**src/rtl/fetch_unit.sv**
```systemverilog
// Pipelined instruction fetcher: credit-limited requests, prefetch FIFO, redirect flush.
// Define FETCH_BYPASS_EN to forward a response straight to decode when the FIFO is empty.
module fetch_unit #(
    parameter logic [31:0] RESET = 32'h00000000,
    parameter int          DEPTH = 4
) (
    input  logic        I_clk,
    input  logic        I_rst,
    input  logic        I_redirect,
    input  logic [31:0] I_target,
    output logic        O_mem_req,
    output logic [31:0] O_mem_addr,
    input  logic        I_mem_gnt,
    input  logic        I_mem_rvalid,
    input  logic [31:0] I_mem_rdata,
    output logic        O_valid,
    input  logic        I_ready,
    output logic [31:0] O_inst,
    output logic [31:0] O_pc
);
    localparam int          AW  = $clog2(DEPTH);
    localparam int          CW  = $clog2(DEPTH + 1);
    localparam logic [31:0] NOP = 32'h00000013;

    logic [31:0]   r_fetch_pc;
    logic [31:0]   r_pc_q   [DEPTH];
    logic [31:0]   r_inst_q [DEPTH];
    logic [31:0]   r_tag_q  [DEPTH];
    logic [AW-1:0] r_wptr;
    logic [AW-1:0] r_rptr;
    logic [AW-1:0] r_tag_wptr;
    logic [AW-1:0] r_tag_rptr;
    logic [CW-1:0] r_count;
    logic [CW-1:0] r_outst;
    logic [CW-1:0] r_disc;
    logic [31:0]   r_hold_pc;
    logic [31:0]   r_hold_inst;

    logic          w_empty;
    logic          w_grant;
    logic          w_accept;
    logic          w_byp;
    logic          w_push;
    logic          w_pop;
    logic          w_stale;
    logic [CW:0]   w_credit;
    logic [31:0]   w_tag;
    logic          w_unused;

    assign w_unused   = ^I_target[1:0];
    assign w_empty    = (r_count == '0);
    assign w_credit   = {1'b0, r_count} + {1'b0, r_outst};
    assign O_mem_req  = !I_rst && !I_redirect && (w_credit < (CW+1)'(DEPTH));
    assign O_mem_addr = r_fetch_pc;
    assign w_grant    = O_mem_req && I_mem_gnt;
    assign w_accept   = I_mem_rvalid && (r_disc == '0) && !I_redirect;
    assign w_stale    = I_mem_rvalid && (r_disc != '0);
    assign w_tag      = r_tag_q[r_tag_rptr];

`ifdef FETCH_BYPASS_EN
    assign w_byp = w_empty && w_accept;
`else
    assign w_byp = 1'b0;
`endif

    // A bypassed word taken by decode this cycle never enters the FIFO
    assign w_push  = w_accept && !(w_byp && I_ready);
    assign w_pop   = !w_empty && I_ready && !I_redirect;
    assign O_valid = !I_redirect && (!w_empty || w_byp);

    always_comb begin
        O_pc   = r_hold_pc;
        O_inst = r_hold_inst;
        if (!w_empty) begin
            O_pc   = r_pc_q[r_rptr];
            O_inst = r_inst_q[r_rptr];
        end else if (w_byp) begin
            O_pc   = w_tag;
            O_inst = I_mem_rdata;
        end
    end

    always_ff @(posedge I_clk) begin
        if (w_grant) begin
            r_tag_q[r_tag_wptr] <= r_fetch_pc;
        end
        if (w_push) begin
            r_pc_q[r_wptr]   <= w_tag;
            r_inst_q[r_wptr] <= I_mem_rdata;
        end
    end

    always_ff @(posedge I_clk or posedge I_rst) begin
        if (I_rst) begin
            r_fetch_pc  <= RESET;
            r_wptr      <= '0;
            r_rptr      <= '0;
            r_tag_wptr  <= '0;
            r_tag_rptr  <= '0;
            r_count     <= '0;
            r_outst     <= '0;
            r_disc      <= '0;
            r_hold_pc   <= RESET;
            r_hold_inst <= NOP;
        end else begin
            r_hold_pc   <= O_pc;
            r_hold_inst <= O_inst;
            if (I_redirect) begin
                // Everything in flight becomes stale, including a response landing now
                r_fetch_pc <= {I_target[31:2], 2'b00};
                r_wptr     <= '0;
                r_rptr     <= '0;
                r_tag_wptr <= '0;
                r_tag_rptr <= '0;
                r_count    <= '0;
                r_outst    <= '0;
                r_disc     <= r_disc + r_outst - CW'(I_mem_rvalid);
            end else begin
                if (w_grant) begin
                    r_fetch_pc <= r_fetch_pc + 32'd4;
                    r_tag_wptr <= r_tag_wptr + AW'(1);
                end
                if (w_accept) begin
                    r_tag_rptr <= r_tag_rptr + AW'(1);
                end
                if (w_push) begin
                    r_wptr <= r_wptr + AW'(1);
                end
                if (w_pop) begin
                    r_rptr <= r_rptr + AW'(1);
                end
                r_count <= r_count + CW'(w_push) - CW'(w_pop);
                r_outst <= r_outst + CW'(w_grant) - CW'(w_accept);
                r_disc  <= r_disc - CW'(w_stale);
            end
        end
    end
endmodule

```
**config.mk**
```make
export PLATFORM = sky130hd
export DESIGN_NAME = fetch_unit
export DESIGN_NICKNAME = d
export VERILOG_FILES = /design/src/rtl/fetch_unit.sv
export SDC_FILE = /design/constraint.sdc
export NUM_CORES = 1
export LEC_CHECK = 0
export CAP_MARGIN = 20
export CELL_PAD_IN_SITES_DETAIL_PLACEMENT = 1
export CELL_PAD_IN_SITES_GLOBAL_PLACEMENT = 1
export CORE_MARGIN = 2
export CORE_UTILIZATION = 50
export DETAILED_ROUTE_END_ITERATION = 8
export GPL_TIMING_DRIVEN = 0
export PLACE_DENSITY_LB_ADDON = 0.1
export SLEW_MARGIN = 20
export SYNTH_ARGS = -nofsm -noshare
export SYNTH_HDL_FRONTEND = slang
export SYNTH_SLANG_ARGS = --single-unit
```
**constraint.sdc**
```tcl
create_clock -name I_clk -period 7.2 [get_ports I_clk]
set_input_delay 0.72 -clock I_clk [delete_from_list [all_inputs] [get_ports I_clk]]
set_output_delay 0.72 -clock I_clk [all_outputs]
set_load 0.02 [all_outputs]
```
# ---- Word level (Yosys, flattened, before mapping)
# Memories as Yosys holds them, arrays and structs flattened.
# Index checks and enable logic that the tools add are counted.
dict set report totals {
  input_bits 70
  elab_cells 64
  mem_count 3
  out_inout_bits 98
  register_bits 113
  mem_bits_rw 384
}
# name words width rd rd_ports_with_merged_regs wr line
set mem_list {}
lappend mem_list {r_inst_q 4 32 1 0 1 27} ;# logic [31:0] r_inst_q [DEPTH];
lappend mem_list {r_pc_q 4 32 1 0 1 26} ;# logic [31:0] r_pc_q [DEPTH];
lappend mem_list {r_tag_q 4 32 1 0 1 28} ;# logic [31:0] r_tag_q [DEPTH];
dict set report op_classes {
  n_lt_le_gt_ge 1
  n_mux 19
  n_addsub 13
  n_reduce_logical 18
}
# cell n
set op_table {}
lappend op_table {{$mux W32} 4}
lappend op_table {{$add A32 B3 Y32 const B} 1}
lappend op_table {{$mux W2} 8}
lappend op_table {{$sub A3 B1 Y3} 4}
lappend op_table {{$logic_and A1 B1 Y1} 9}
lappend op_table {{$mux W3} 3}
lappend op_table {{$add A2 B1 Y2 const B} 4}
lappend op_table {{$add A3 B1 Y3} 2}
lappend op_table {{$logic_not A3 Y1} 2}
lappend op_table {{$reduce_bool A2 Y1} 3}
lappend op_table {{$add A3 B3 Y4} 1}
lappend op_table {{$lt A4 B3 Y1 const B} 1}
lappend op_table {{$mux W1} 4}
lappend op_table {{$add A3 B3 Y3} 1}
lappend op_table {{$logic_not A1 Y1} 3}
lappend op_table {{$reduce_bool A3 Y1} 1}

# ---- Longest topological paths before layout
dict set report logic_depth {
  word_depth 7
  ltp_mapped 12
  ltp_nobuf 11
}

# ---- Least setup slack after synthesis
# Ideal clock, no wire load.
dict set report synth_path {
  path_type {input-to-reg}
  start {in I_mem_rvalid}
  end {mem r_inst_q[0][0], enable pin}
  path_stages 4
  setup_slack_ns 3.948
  arrival_time_ns 2.825
  required_time_ns 6.774
  cell_sequence {and2_1 -> clkbuf_1 -> nor2b_1 -> and2_1}
}
dict set report synth_via {
  elab_chain_len 4
}
# item line
set synth_rtl {}
lappend synth_rtl {{start: declaration} 14} ;# input logic I_mem_rvalid,
lappend synth_rtl {{$logic_and A1 B1 Y1 (2 in a row)} 56} ;# assign w_accept = I_mem_rvalid && (r_disc == '0) && !I_redirect;
lappend synth_rtl {{$mux W1} 87} ;# if (w_push) begin
lappend synth_rtl {{$mux W1 (implied by the code)} 89} ;# r_inst_q[r_wptr] <= I_mem_rdata;
lappend synth_rtl {{end: declaration} 27}
# Every way passes these cells.

# ---- Final worst setup path
dict set report layout_path {
  start {reg r_count[1]}
  end {out O_pc[13]}
}
dict set report layout_via {
  elab_chain_len 2
}
# item line
set layout_rtl {}
lappend layout_rtl {{start: declaration} 33} ;# logic [CW-1:0] r_count;
lappend layout_rtl {{start signal: assignment} 132} ;# r_count <= r_count + CW'(w_push) - CW'(w_pop);
lappend layout_rtl {{$logic_not A3 Y1} 51} ;# assign w_empty = (r_count == '0);
lappend layout_rtl {{$mux W32} 74} ;# if (!w_empty) begin
lappend layout_rtl {{end: declaration} 19} ;# output logic [31:0] O_pc
# Every way passes these cells.

==> impl_metrics.ini <==
[floorplan]
fp.coreArea_mm2 = 0.0367
fp.dieW_um = 197
die-area_mm2 = 0.0389
num_io_pins = 168
start_util_pct = 50.8
row_count = 70
die_h_um = 197

[placement]
dp.cells = 1732
dp_hpwl_um = 27300
io_buffers = 162
place_ws_ns = 3.48
gp_congestion = 0.841

[layout]
fin_cells = 1824
layout-drive-gt1-share_pct = 15.4
final_cell_mix = edfxtp_1 (368), nand2_1 (233), clkdlybuf4s50_1 (162)
final_common_cell = edfxtp_1
syn2layout_area_growth_pct = 21.4
nFillCells = 3312
diodes = 0
num-nets-final = 1408

[worst_setup_path]
required_ns = 6.48
rrSetupSlack_ns = 4.29
path_max_fanout = 10
critPathKind = flip-flop to output pin
worstSetupStartpointType = flip-flop
crit_chain = nor3_1 -> clkbuf_1 -> clkbuf_1 -> nand2_1 -> nand2_1 -> clkdlybuf4s50_1
cp_top_family = buffers and inverters
critical_path_buf_inv_count = 3
reg2reg_depth = 12
max_stage_delay_ns = 0.69
critPathLaunch = r_count[1]
crit_end = O_pc[13]
crit_slowest_cell = clkbuf_1
regToRegStartpoint = r_count[2]
crit_arrival_ns = 3.54
rr_endpoint = r_outst[2]
cp-end-kind = output pin
path_depth = 6

[cts]
tritoncts = yes
clk_pin_slew_ns = 0.06
cts_buffers = 49
root_buffer = clkbuf_16
clkSinkCount = 479
post_cts_buffers = 0
clk_path_buf_depth = 3
clock_latency_ns = 0.56
cts_hold_buf = 0
cts_max_level = 2
cts_resized = 0

[drt]
drc_errors = 0
ant_nets = 0
via_count = 10300
viasPerCell = 5.66
first_iter_violations = 615
wl_per_cell_um = 23.2
wirelength_um = 42400
drt_first_pass_iters = 5

[run_status]
status = finished, final reports clean

[yosys]
synth-seq-cells = 479
yosysUniqueCellTypes = 52
synth-simple-area-share_pct = 8.22
synth_top_family_by_area = multiplexers
syn_inst = 1092
avgSynthCellArea_um2 = 17.1
yosysSeqAreaShare_pct = 74.1
synth_edf_count = 368
synthXorXnorAreaFrac_pct = 0.704
synth_fa_ha_area_share_pct = 1.66
synth_compound_area_share_pct = 2.25
muxShareOfSynthArea_pct = 11.3
yosys_most_used_dff = edfxtp_1
synth_area_mm2 = 0.0187
ys_warn_count = 0
synth_async_sr_flop_share_pct = 23.2

[hold_path]
min_path_type = flip-flop to flip-flop

[grt]
grt_pass1_wl_um = 66300
grt_max_degree = 70
track_usage_pct = 22.6
antenna_found_initial = 0
overflow = 0
grt_pass1_vias = 11400

[timing]
fmax_mhz = 235
period_minus_slack_ns = 4.26
finalSetupViolCount = 0
holdWs_ns = 0.465
fin_skew_ns = 0.0192
setup-tns-final_ns = 0
worst_pin_slew_ns = 0.834
maxSlewViolCount = 0
post-route-period-util_pct = 59.1
rsz0062_at_grt = no
worst_slack_ns = 2.94
hold_violations = 0
slew_headroom_pct = 44.4

[job]
drv_cap = 0

[power]
clock_power_share_pct = 28.8
swShare_pct = 31.1
vdd_drop_max_v = 0.000172
seqPwrFrac_pct = 41.4
intPower_mw = 5.82
power.density_mw_per_mm2 = 373
switchingPower_mw = 2.63
power_mw = 8.45
power_frac_comb_pct = 29.8
p_leak_nw = 8.12
==> synthesized netlist by cell type, types with 2 or more instances <==
cell type / n / area share (%)
nand2_1: 233 / 4.7
nor4_1: 2 / 0.067
clkbuf_1: 21 / 0.42
xnor2_1: 7 / 0.33
and3_1: 2 / 0.067
or4_1: 2 / 0.080
mux2i_1: 3 / 0.16
a22oi_1: 3 / 0.12
inv_1: 21 / 0.42
and2_1: 13 / 0.44
nor2b_1: 7 / 0.23
a41oi_1: 2 / 0.094
and4b_1: 2 / 0.11
nand3b_1: 4 / 0.16
nor4_4: 2 / 0.23
buf_4: 3 / 0.12
or3_1: 2 / 0.067
o211ai_1: 5 / 0.20
fa_1: 3 / 0.32
a21oi_1: 5 / 0.13
xor2_1: 8 / 0.38
o21ai_0: 22 / 0.59
buf_1: 13 / 0.26
o311ai_0: 8 / 0.38
nand4_2: 2 / 0.13
ha_1: 20 / 1.3
dfstp_2: 3 / 0.42
edfxtp_1: 368 / 59
a31oi_1: 5 / 0.17
nor3_1: 4 / 0.11
nor2_1: 30 / 0.60
o31ai_1: 3 / 0.12
nand3_1: 19 / 0.51
a221o_1: 5 / 0.27
dfrtp_1: 108 / 14
nand4_1: 10 / 0.34
buf_2: 16 / 0.43
mux4_2: 92 / 11
==> worst min path at each step <==
stage                                  to            start  slack (ns)  cells past startpoint
final                      r_hold_inst[1]   r_hold_inst[1]        0.46                      2
after floorplan                 r_disc[2]        r_disc[2]        0.44                      1
after global placement     r_hold_inst[5]   r_hold_inst[5]        0.45                      2
after CTS                 r_hold_inst[15]  r_hold_inst[15]        0.47                      2
after global routing      r_hold_inst[25]  r_hold_inst[25]        0.48                      2
after detailed placement  r_hold_inst[15]  r_hold_inst[15]        0.46                      2
==> state kept, by name, summed over array words and instances (netlist names) <==
name	flops
r_tag_q	120
r_pc_q	120
r_inst_q	128
r_count	3
r_hold_inst	32
r_wptr	2
r_outst	3
r_tag_rptr	2
r_tag_wptr	2
r_rptr	2
r_disc	3
O_mem_addr	30
r_hold_pc	32
==> metrics by stage <==
stage	cell area (um2)	util [%]
after CTS	22700	61.7
after global routing	22700	61.7
after global placement	20900	56.9
after floorplan	18700	-
after detailed placement	21100	57.5
final	22700	61.7
==> metal layers <==
layer / routed length (um) / global-route usage (%) / vias to the layer above / part of all wire (%)
met3: 1990 / 3.57 / 47 / 4.7
met4: 629 / 5.63 / 0 / 1.5
met1: 17800 / 29.8 / 5413 / 42
met5: 0 / 0 / - / 0
li1: - / - / 4590 / -
met2: 21900 / 39.7 / 265 / 52
==> cell type report <==
| type | count | area, um2 | area share, % |
|---|---|---|---|
| flip-flops and latches | 479 | 13800 | 61.0 |
| clock inverters | 23 | 160 | 0.707 |
| plain buffers | 53 | 230 | 1.02 |
| clock buffers | 69 | 1380 | 6.11 |
| well taps | 468 | 586 | 2.58 |
| repair buffers | 171 | 1850 | 8.15 |
| multi-input cells | 539 | 4530 | 20.0 |
| inverters | 22 | 87.6 | 0.387 |
==> worst min-delay path: stages (launching register included) <==
cell	delay [ns]
dfstp_2	0.36
nand2_1	0.04
nand2_1	0.06
==> cell families (layout without fill, tap and decap cells) <==
family | Yosys count | after routing
DFF | 479 | 479
other | 1 | 2
adders and majority gates | 23 | 23
AOI/OAI and AO/OA | 62 | 62
muxes | 96 | 96
and+or+nand+nor | 341 | 341
xor gates and xnor gates | 15 | 15
buffers and inverters | 75 | 338
==> power by group through the flow <==
stage,sequential (mW),combinational [mW],clock (mW)
after floorplan,3.52,1.43,0
after global routing,3.53,2.74,2.59
after CTS,3.50,2.58,2.49
after detailed placement,3.55,2.56,0
after global placement,3.53,2.49,0
final,3.50,2.52,2.43
(Power assumes the default switching activity.)
